<file path="config.mk">
export PLATFORM = sky130hd
export DESIGN_NAME = nvram_restore
export DESIGN_NICKNAME = d
export VERILOG_FILES = /design/src/rtl/nvram_restore_pkg.sv /design/src/rtl/nvram_restore_buf.sv /design/src/rtl/nvram_restore.sv
export SDC_FILE = /design/constraint.sdc
export NUM_CORES = 2
export LEC_CHECK = 0
export ABC_AREA = 1
export CAP_MARGIN = 20
export CORE_MARGIN = 1
export CORE_UTILIZATION = 25
export CTS_CLUSTER_SIZE = 28
export DETAILED_ROUTE_END_ITERATION = 10
export DONT_BUFFER_PORTS = 1
export PLACE_DENSITY = 0.47
export SYNTH_ARGS = -nofsm -noshare
export SYNTH_HDL_FRONTEND = slang
export SYNTH_HIERARCHICAL = 1
export SYNTH_SLANG_ARGS = --single-unit
</file>
<file path="constraint.sdc">
create_clock -name clk -period 3.1 [get_ports clk]
set_clock_uncertainty 0.2 [all_clocks]
set_input_delay 0.155 -clock clk [delete_from_list [all_inputs] [get_ports clk]]
set_output_delay 0.155 -clock clk [all_outputs]
set_load 0.005 [all_outputs]
</file>
<file path="src/rtl/nvram_restore_pkg.sv">
`default_nettype none
// ============================================================================
// Module   : nvram_restore_pkg
// Purpose  : Shared types and constants for the hiscore NVRAM restore path
//            and the extract/save block that reads the same game RAM.
// Revision : 1.0  initial release
// ============================================================================
package nvram_restore_pkg;

  localparam int STATE_W = 4;

  // Restore sequencer states; CHECK1/CHECK2 are only visited in the
  // read-back verify build (NVRAM_RESTORE_VERIFY_EN).
  typedef enum logic [STATE_W-1:0] {
    S_IDLE    = 4'd0,
    S_REQ     = 4'd1,
    S_PADPRE  = 4'd2,
    S_READ    = 4'd3,
    S_WRITE   = 4'd4,
    S_CHECK1  = 4'd5,
    S_CHECK2  = 4'd6,
    S_PADPOST = 4'd7,
    S_DONE    = 4'd8
  } state_t;

  // Idle cycles with the CPU held before and after the copy.
  localparam int DEFAULT_PAUSEPAD = 4;

  // ioctl_index used by the HPS for the hiscore dump (shared with save side).
  localparam int HISCORE_DUMPINDEX = 4;

endpackage
`default_nettype wire

</file>
<file path="src/rtl/nvram_restore_buf.sv">
`default_nettype none
// ============================================================================
// Module   : nvram_restore_buf
// Purpose  : Single-port synchronous dump buffer, 2**AW x 8, registered read.
//            Never read and written in the same cycle, so read-during-write
//            behaviour is irrelevant.
// Revision : 1.0  initial release
// ============================================================================
module nvram_restore_buf
  import nvram_restore_pkg::*;
#(
  parameter int AW = 8
) (
  input  logic          clk,
  input  logic          we,
  input  logic [AW-1:0] addr,
  input  logic [7:0]    wdata,
  output logic [7:0]    rdata
);

  logic [7:0] mem [0:(1<<AW)-1];

  // Write on strobe, read data registered one cycle after the address.
  always_ff @(posedge clk) begin
    if (we) mem[addr] <= wdata;
    rdata <= mem[addr];
  end

endmodule
`default_nettype wire

</file>
<file path="src/rtl/nvram_restore.sv">
`default_nettype none
// ============================================================================
// Module   : nvram_restore
// Purpose  : Captures the hiscore dump streamed from the HPS into a local
//            buffer, then pauses the game CPU and copies the bytes into game
//            NVRAM through the shared address/data port.
// Options  : NVRAM_RESTORE_VERIFY_EN - read back each written byte and flag
//            any mismatch on verify_error (4 cycles/byte instead of 2).
// Revision : 1.0  initial release
// ============================================================================
module nvram_restore
  import nvram_restore_pkg::*;
#(
  parameter int DUMPWIDTH = 8,
  parameter int DUMPINDEX = HISCORE_DUMPINDEX,
  parameter int PAUSEPAD  = DEFAULT_PAUSEPAD    // expected >= 1
) (
  input  logic                 clk,
  input  logic                 reset,
  input  logic                 paused,
  input  logic                 ioctl_download,
  input  logic                 ioctl_wr,
  input  logic [24:0]          ioctl_addr,
  input  logic [7:0]           ioctl_index,
  input  logic [7:0]           ioctl_dout,
  output logic [DUMPWIDTH-1:0] nvram_address,
  output logic [7:0]           nvram_data_in,
  output logic                 nvram_we,
  input  logic [7:0]           nvram_data_out,
  output logic                 pause_cpu,
  output logic                 restore_busy,
  output logic                 restore_done,
  output logic                 verify_error
);

  localparam logic [7:0]           IDX_MATCH = 8'(DUMPINDEX);
  localparam logic [24:0]          DEPTH     = 25'(1) << DUMPWIDTH;
  localparam int                   PADW      = (PAUSEPAD > 1) ? $clog2(PAUSEPAD) : 1;
  localparam logic [PADW-1:0]      PAD_LAST  = PADW'((PAUSEPAD > 0) ? PAUSEPAD - 1 : 0);
  localparam logic [PADW-1:0]      PAD_ONE   = PADW'(1);
  localparam logic [DUMPWIDTH:0]   LEN_ONE   = (DUMPWIDTH+1)'(1);
  localparam logic [DUMPWIDTH-1:0] IDX_ONE   = DUMPWIDTH'(1);

  state_t                 state, state_nxt;
  logic                   dl_match, dl_match_q, dl_start, dl_end, cap_we;
  logic [DUMPWIDTH:0]     length, cap_len;
  logic                   pending;
  logic [DUMPWIDTH-1:0]   idx, addr_q, buf_addr;
  logic [7:0]             buf_q, data_q;
  logic [PADW-1:0]        pad_cnt;
  logic                   pad_last, idx_last, copy_step, write_ok;

  // Download qualification: only the dump index, only in-window addresses.
  assign dl_match = ioctl_download && (ioctl_index == IDX_MATCH);
  assign dl_start = dl_match && !dl_match_q;
  assign dl_end   = dl_match_q && !ioctl_download;
  assign cap_we   = dl_match && ioctl_wr && (ioctl_addr < DEPTH);
  assign cap_len  = {1'b0, ioctl_addr[DUMPWIDTH-1:0]} + LEN_ONE;

  // The buffer port belongs to the capture while a dump download runs;
  // a download start aborts any copy, so the two never contend.
  assign buf_addr = dl_match ? ioctl_addr[DUMPWIDTH-1:0] : idx;

  nvram_restore_buf #(.AW(DUMPWIDTH)) u_buf (
    .clk   (clk),
    .we    (cap_we),
    .addr  (buf_addr),
    .wdata (ioctl_dout),
    .rdata (buf_q)
  );

  assign pad_last = (pad_cnt == PAD_LAST);
  assign idx_last = ({1'b0, idx} == (length - LEN_ONE));
`ifdef NVRAM_RESTORE_VERIFY_EN
  assign copy_step = (state == S_CHECK2);
`else
  assign copy_step = (state == S_WRITE);
`endif

  // Track dump length and the restore-pending flag across downloads.
  always_ff @(posedge clk) begin
    if (reset) begin
      dl_match_q <= 1'b0;
      length     <= '0;
      pending    <= 1'b0;
    end else begin
      dl_match_q <= dl_match;
      if (dl_start)
        length <= cap_we ? cap_len : '0;
      else if (cap_we && (cap_len > length))
        length <= cap_len;
      if (dl_start)
        pending <= 1'b0;
      else if (dl_end)
        pending <= (length != '0);
      else if (state == S_DONE)
        pending <= 1'b0;
    end
  end

  // Sequencer state register.
  always_ff @(posedge clk) begin
    if (reset) state <= S_IDLE;
    else       state <= state_nxt;
  end

  // Next-state and strobe decode; a fresh dump download aborts any restore.
  always_comb begin
    state_nxt    = state;
    pause_cpu    = 1'b0;
    write_ok     = 1'b0;
    restore_done = 1'b0;
    case (state)
      S_IDLE:    if (pending && !dl_start) state_nxt = S_REQ;
      S_REQ: begin
        pause_cpu = 1'b1;
        if (paused) state_nxt = S_PADPRE;
      end
      S_PADPRE: begin
        pause_cpu = 1'b1;
        if (paused && pad_last) state_nxt = S_READ;
      end
      S_READ: begin
        pause_cpu = 1'b1;
        state_nxt = S_WRITE;
      end
      S_WRITE: begin
        pause_cpu = 1'b1;
        write_ok  = 1'b1;
`ifdef NVRAM_RESTORE_VERIFY_EN
        state_nxt = S_CHECK1;
`else
        state_nxt = idx_last ? S_PADPOST : S_READ;
`endif
      end
`ifdef NVRAM_RESTORE_VERIFY_EN
      S_CHECK1: begin
        pause_cpu = 1'b1;
        state_nxt = S_CHECK2;
      end
      S_CHECK2: begin
        pause_cpu = 1'b1;
        state_nxt = idx_last ? S_PADPOST : S_READ;
      end
`endif
      S_PADPOST: begin
        pause_cpu = 1'b1;
        if (paused && pad_last) state_nxt = S_DONE;
      end
      S_DONE: begin
        restore_done = 1'b1;
        state_nxt    = S_IDLE;
      end
      default:   state_nxt = S_IDLE;
    endcase
    if (dl_start && (state != S_IDLE)) begin
      state_nxt    = S_IDLE;
      write_ok     = 1'b0;
      restore_done = 1'b0;
    end
  end

  // Copy index, pad counter and the held NVRAM address/data.
  always_ff @(posedge clk) begin
    if (reset) begin
      idx     <= '0;
      pad_cnt <= '0;
      addr_q  <= '0;
      data_q  <= '0;
    end else begin
      if ((state == S_PADPRE) || (state == S_PADPOST)) begin
        if (paused) pad_cnt <= pad_last ? '0 : pad_cnt + PAD_ONE;
      end else begin
        pad_cnt <= '0;
      end
      if (state == S_IDLE)
        idx <= '0;
      else if (copy_step && !idx_last)
        idx <= idx + IDX_ONE;
      if (state == S_READ) addr_q <= idx;
      if (write_ok)        data_q <= buf_q;
    end
  end

  assign nvram_we      = write_ok;
  assign nvram_address = addr_q;
  assign nvram_data_in = (state == S_WRITE) ? buf_q : data_q;
  assign restore_busy  = pause_cpu;

`ifdef NVRAM_RESTORE_VERIFY_EN
  logic verr_q;

  // Sticky read-back mismatch, cleared when the next restore begins.
  always_ff @(posedge clk) begin
    if (reset)
      verr_q <= 1'b0;
    else if ((state == S_IDLE) && (state_nxt == S_REQ))
      verr_q <= 1'b0;
    else if ((state == S_CHECK2) && (nvram_data_out != buf_q))
      verr_q <= 1'b1;
  end

  assign verify_error = verr_q;
`else
  logic unused_rdata;
  assign unused_rdata = ^nvram_data_out;
  assign verify_error = 1'b0;
`endif

endmodule
`default_nettype wire
</file>
=== Yosys cells after proc, flatten, opt, wreduce, memory -nomap -nowiden ===
Memories as Yosys holds them, arrays and structs flattened. A register that Yosys moved wholly into a read port is not among the register bits.
Cells that the tools add are included.
Widths: inputs -> output; s select.

* Latch bits: 0
* Output and inout port bits: 21
* Bits in writable memories: 2048
* Bits of input ports: 54
* Bits in read-only memories: 0
* Flip-flop bits (word level): 41
* Logic and storage cells: 76
* Memories kept: 1

* Divide/modulo/power cells: 0
* Shift operators: 0
* Add/sub/neg operators: 4
* Reduce and logical (&&, ||, !) cells: 26
* Eq/ne operators: 13
* $lt $le $gt $ge: 2
* Bitwise logic cells: 1
* Mux-type cells: 21
* $mul: 0

{| class="wikitable"
|+ Memories
! memory !! depth !! bits a word !! read ports !! clocked after memory_dff !! write ports !! line !! source
|-
| u_buf.mem || 256 || 8 || 1 || 1 || 1 || nvram_restore_buf.sv:21 || <nowiki>logic [7:0] mem [0:(1<<AW)-1];</nowiki>
|}

{| class="wikitable"
|+ Operators by type and width
! cell !! number
|-
| $mux 9 || 3
|-
| $lt 25x9->1 const B || 1
|-
| $pmux 4 s6 || 1
|-
| $mux 4 || 4
|-
| $mux 8 || 2
|-
| $logic_and 1x1->1 || 10
|-
| $add 8x1->9 const B || 1
|-
| $eq 8x9->1 || 1
|-
| $gt 9x9->1 || 1
|-
| $mux 1 || 9
|-
| $reduce_bool 9->1 || 1
|-
| $sub 9x1->9 const B || 1
|-
| $add 8x1->8 const B || 1
|-
| $eq 4x2->1 const B || 2
|-
| $eq 4x3->1 const B || 2
|-
| $eq 8x3->1 const B || 1
|-
| $ne 2x2->1 const B || 4
|-
| $reduce_or 2->1 || 4
|-
| $reduce_or 5->1 || 1
|-
| $eq 4x1->1 const B || 1
|-
| $eq 4x4->1 const B || 1
|-
| $logic_not 1->1 || 4
|-
| $logic_not 4->1 || 1
|-
| $reduce_and 4->1 || 1
|-
| other kinds (8) || 9
|}

=== Longest topological paths before layout ===
* Depth in word-level cells: 7
* Gate-level depth with buffers: 22
* Gate-level depth less buffers: 20

=== Cells and area by module ===
Netlist, hierarchy kept.

{| class="wikitable"
|+ By module, submodules not included
! module !! cells each !! instances !! sequential area each (µm²) !! area an instance (µm²)
|-
| nvram_restore_buf || 8021 || 1 || 61659.1 || 84856.4
|-
| nvram_restore || 435 || 1 || 820.8 || 2782.7
|}

=== Least setup slack after synthesis ===
OpenSTA, ideal clock, no wires.

* Path kind: input to register
* Start: input port ioctl_index[3]
* End: memory u_buf.mem[208][0], enable pin
* Required time: 2.530 ns
* Setup time: 0.370 ns
* Path slack: 0.139 ns
* Buffers on the path: 3
* Data arrival time: 2.391 ns
* Stages on the path: 12
* Cells stage by stage: inv_1 > nand2_1 > nor3_2 > nand3_2 > clkbuf_1 > o21ai_0 > inv_1 > nor2_1 > clkbuf_1 > nand2_1 > clkbuf_1 > nor2_1

* Elaborated cells on any way between the ends: 7
* Those cells by class: 1 x eq/ne; 3 x mux; 3 x reduce/logical

{| class="wikitable"
|+ RTL lines
! item !! line !! source
|-
| start: declaration || nvram_restore.sv:24 || <nowiki>input logic [7:0] ioctl_index,</nowiki>
|-
| $eq 8x3->1 || nvram_restore.sv:54 || <nowiki>assign dl_match = ioctl_download && (ioctl_index == IDX_MATCH);</nowiki>
|-
| $logic_and 1x1->1 || nvram_restore.sv:54 ||
|-
| $mux 8 || nvram_restore.sv:62 || <nowiki>assign buf_addr = dl_match ? ioctl_addr[DUMPWIDTH-1:0] : idx;</nowiki>
|-
| net buf_addr[4] || nvram_restore.sv:48 || <nowiki>logic [DUMPWIDTH-1:0] idx, addr_q, buf_addr;</nowiki>
|-
| end: declaration || nvram_restore_buf.sv:21 ||
|}

The timed path passes the listed nets, and every way through them passes these cells.

=== Final worst setup path ===
* Start: register idx[2]
* End: register u_buf.rdata[3] (read register of u_buf.mem)

* Longest elaborated chain between the ends: 1

{| class="wikitable"
|+ Ends and longest elaborated chain
! item !! line !! source
|-
| start: declaration || nvram_restore.sv:48 ||
|-
| start signal: assignment || nvram_restore.sv:179 || <nowiki>idx <= idx + IDX_ONE;</nowiki>
|-
| $mux 8 || nvram_restore.sv:62 ||
|-
| net buf_addr[2] || nvram_restore.sv:48 ||
|-
| end: declaration || nvram_restore_buf.sv:18 || <nowiki>output logic [7:0] rdata</nowiki>
|}

The timed path passes the listed nets, and every way through them passes these cells.
A chain may end at the register's enable or synchronous reset.

==> impl_metrics.env <==
export IMPL_post_route_min_period_ps=3010
export IMPL_setup_viol=0
export IMPL_grt_overflow=0
export IMPL_relSlewSlack_pct=12.6
export IMPL_ys_seq_area_share_pct=71.3
export IMPL_rows=217
export IMPL_path_class="register to register"
export IMPL_cts_root_buffer="clkbuf_16"
export IMPL_maxCapViolations=0
export IMPL_hold_start="ioctl_dout[2]"
export IMPL_run_status="complete, but fails checks"
export IMPL_reg2reg_slack_ps=90
export IMPL_ys_ff_latch=2097
export IMPL_avgSynthCellArea_um2=10.4
export IMPL_grt_start_max_net_pins=257
export IMPL_route_vias_total=60600
export IMPL_rr_startpoint="idx[2]"
export IMPL_hold_viol_final=1808
export IMPL_hold_depth=0
export IMPL_whs_ps=-719
export IMPL_power_total_uw=58400
export IMPL_p_leak_uw=0.0415
export IMPL_max_vdd_ir_drop_uv=424
export IMPL_ant_nets=0
export IMPL_reg2reg_depth=17
export IMPL_finalInstanceArea_um2=106000
export IMPL_tns_ps=0
export IMPL_period_share_pct=97.2
export IMPL_post_synth_top_area_cell="edfxtp_1"
export IMPL_clock_latency_ps=920
export IMPL_clkSinkCount=2097
export IMPL_worstHoldPathType="input port to register"
export IMPL_synthCells=8456
export IMPL_drive_above_1_share_pct=12.0
export IMPL_antenna_found_initial=10
export IMPL_cts_buffers=230
export IMPL_clk_pin_slew_ps=60
export IMPL_drc=0
export IMPL_critPathLaunchType="register"
export IMPL_start_util_pct=25.1
export IMPL_die_y_um=594
export IMPL_fillers=35900
export IMPL_synth_cell_area_um2=87600
export IMPL_critPathMaxFanout=24
export IMPL_vias_per_cell=4.41
export IMPL_dieWidth_um=594
export IMPL_endpoint_kind="register"
export IMPL_fmax_ghz=0.332
export IMPL_final_cell_mix="nand2_1 (4846), edfxtp_1 (2048), buf_4 (506)"
export IMPL_grt_pass1_vias=59900
export IMPL_placedInstanceArea_um2=97400
export IMPL_portBuffers=0
export IMPL_p_per_area_nw_per_um2=548
export IMPL_regArea_um2=62500
export IMPL_tightestPinTransition_ps=1310
export IMPL_areaGrowthSynthToFinish_pct=21.5
export IMPL_cts_hold_buffers=40
export IMPL_track_usage_pct=14.8
export IMPL_slew_viol_final=0
export IMPL_multi_input_comb_area_um2=23200
export IMPL_yosysWarnings=6
export IMPL_wl_per_cell_um=19.9
export IMPL_ioPinCount=75
export IMPL_place_congestion=0.837
export IMPL_yosys_top_cells_area="edfxtp_1 (70%), nand2_1 (21%), nor2_1 (1.8%)"
export IMPL_worstPathRequired_ps=3690
export IMPL_finish_utilization_pct=30.5
export IMPL_wirelength_mm=273
export IMPL_grt_first_pass_wirelength_mm=396
export IMPL_core_um2=349000
export IMPL_holdPathEnd="u_buf/mem[93][2]"
export IMPL_dieArea_um2=353000
export IMPL_syn_nets=8523
export IMPL_ys_types=38
export IMPL_cts_tree="done"
export IMPL_violations="negative hold slack"
export IMPL_fin_nets=9015
export IMPL_synth_top_area_share_pct=70.2
export IMPL_reg2reg_to="u_buf/rdata[3]"
export IMPL_final_common_cell="nand2_1"
export IMPL_cp_data_arrival_time_ps=3600
export IMPL_htreeDepth=4
export IMPL_clock_path_buffers=4
export IMPL_hpwl_mm=156
export IMPL_first_iter_violations=5079
export IMPL_first_pass_iters=6
export IMPL_rsz0062_at_grt="true"
-- worst max path at each step --
stage                   startpoint  slack, ps                 to
global route        ioctl_download        -30     u_buf/rdata[3]
floorplan           ioctl_index[3]        140  u_buf/mem[208][0]
detailed placement  ioctl_index[3]       -730     u_buf/rdata[3]
CTS                         idx[1]        -30     u_buf/rdata[3]
global placement    ioctl_index[3]       -740     u_buf/rdata[6]
finish                      idx[2]         90     u_buf/rdata[3]
-- where the power goes --
part / switching [uW] / total [uW] / leakage [uW] / internal [uW]
combinational: 180 / 280 / 0.0192 / 99.9
sequential: 12.0 / 31100 / 0.0188 / 31100
clock: 11300 / 27000 / 0.00356 / 15700
-- registers in the layout (all words and copies together) (netlist names) --
name	cells
data_q	8
dl_match_q	1
idx	8
length	9
nvram_address	8
pad_cnt	2
pending	1
state	4
u_buf/mem	2048
u_buf/rdata	8
-- layout make-up --
| cell class | count | share of cell area, % |
|---|---|---|
| Multi-Input combinational cell | 5835 | 21.8 |
| Inverter | 93 | 0.380 |
| Clock inverter | 130 | 1.22 |
| Antenna cell | 5 | 0.0118 |
| Tap cell | 4599 | 5.40 |
| Clock buffer | 281 | 5.65 |
| Timing Repair Buffer | 691 | 6.83 |
| Sequential cell | 2097 | 58.7 |
-- logic make-up after synthesis --
family	Yosys count	synth area share, %
buf+inv	524	2.62
fa+ha+maj	13	0.186
compound gates	269	1.56
simple gates	5536	24.2
flops	2097	71.3
other cells	1	0.00428
xor+xnor	16	0.160
-- critical path, stage by stage, from the launching register on --
cell,delay (ps)
dfxtp_1,320
inv_1,50
o21ai_1,220
buf_4,200
inv_1,60
buf_4,130
nor2_4,150
buf_12,250
buf_12,230
buf_4,200
nand2_1,70
nand2_1,130
o21ai_1,90
nand2_1,150
nor2_4,70
nor2_2,180
nor2_4,100
nand2_1,70
-- routing by layer --
layer / GRT usage [%] / vias up / wire length, um
li1: - / 28800 / -
met1: 20.4 / 29900 / 124000
met2: 24.7 / 1598 / 129000
met3: 2.20 / 308 / 15500
met4: 3.01 / 2 / 5050
met5: 0 / - / 13
-- per-stage QoR --
stage          setup WS [ps]  cells
2_1_floorplan            139   8456
3_3_place_gp            -744  13200
3_5_place_dp            -728  13200
4_1_cts                -33.4  13700
5_1_grt                -28.4  13700
6_report                86.0  13700
-- synth_stat cells --
cell      number
a21boi_0       1
a21oi_1       63
a22oi_1        7
buf_1         52
buf_2        186
buf_4          9
buf_6          8
clkbuf_1     175
clkbuf_2       1
clkinv_1       1
conb_1         1
dfxtp_1       49
edfxtp_1    2048
ha_1          13
inv_1         87
inv_2          3
inv_4          2
nand2_1     4869
nand2_2        2
nand2_4        2
nand3_1      228
nand3_2        2
nand3_4        1
nand3b_1       1
nand4_1        3
nor2_1       410
nor2_2         5
nor2_8         1
nor3_1         7
nor3_2         2
nor3b_1        1
nor4_1         2
o21a_1         1
o21ai_0       76
o21ai_1      120
o21bai_1       1
xnor2_1        5
xor2_1        11
-- repair_timing --
| item | in CTS | in global routing |
|---|---|---|
| pin swaps | 4 | 15 |
| setup endpoints to repair | 228 | 289 |
| gates resized for setup | 51 | 111 |
| hold endpoints to repair | 2095 | 2048 |
| buffers inserted | 7 | 10 |
| gates cloned | 6 | 20 |
Power figures use the tool's default switching activity.
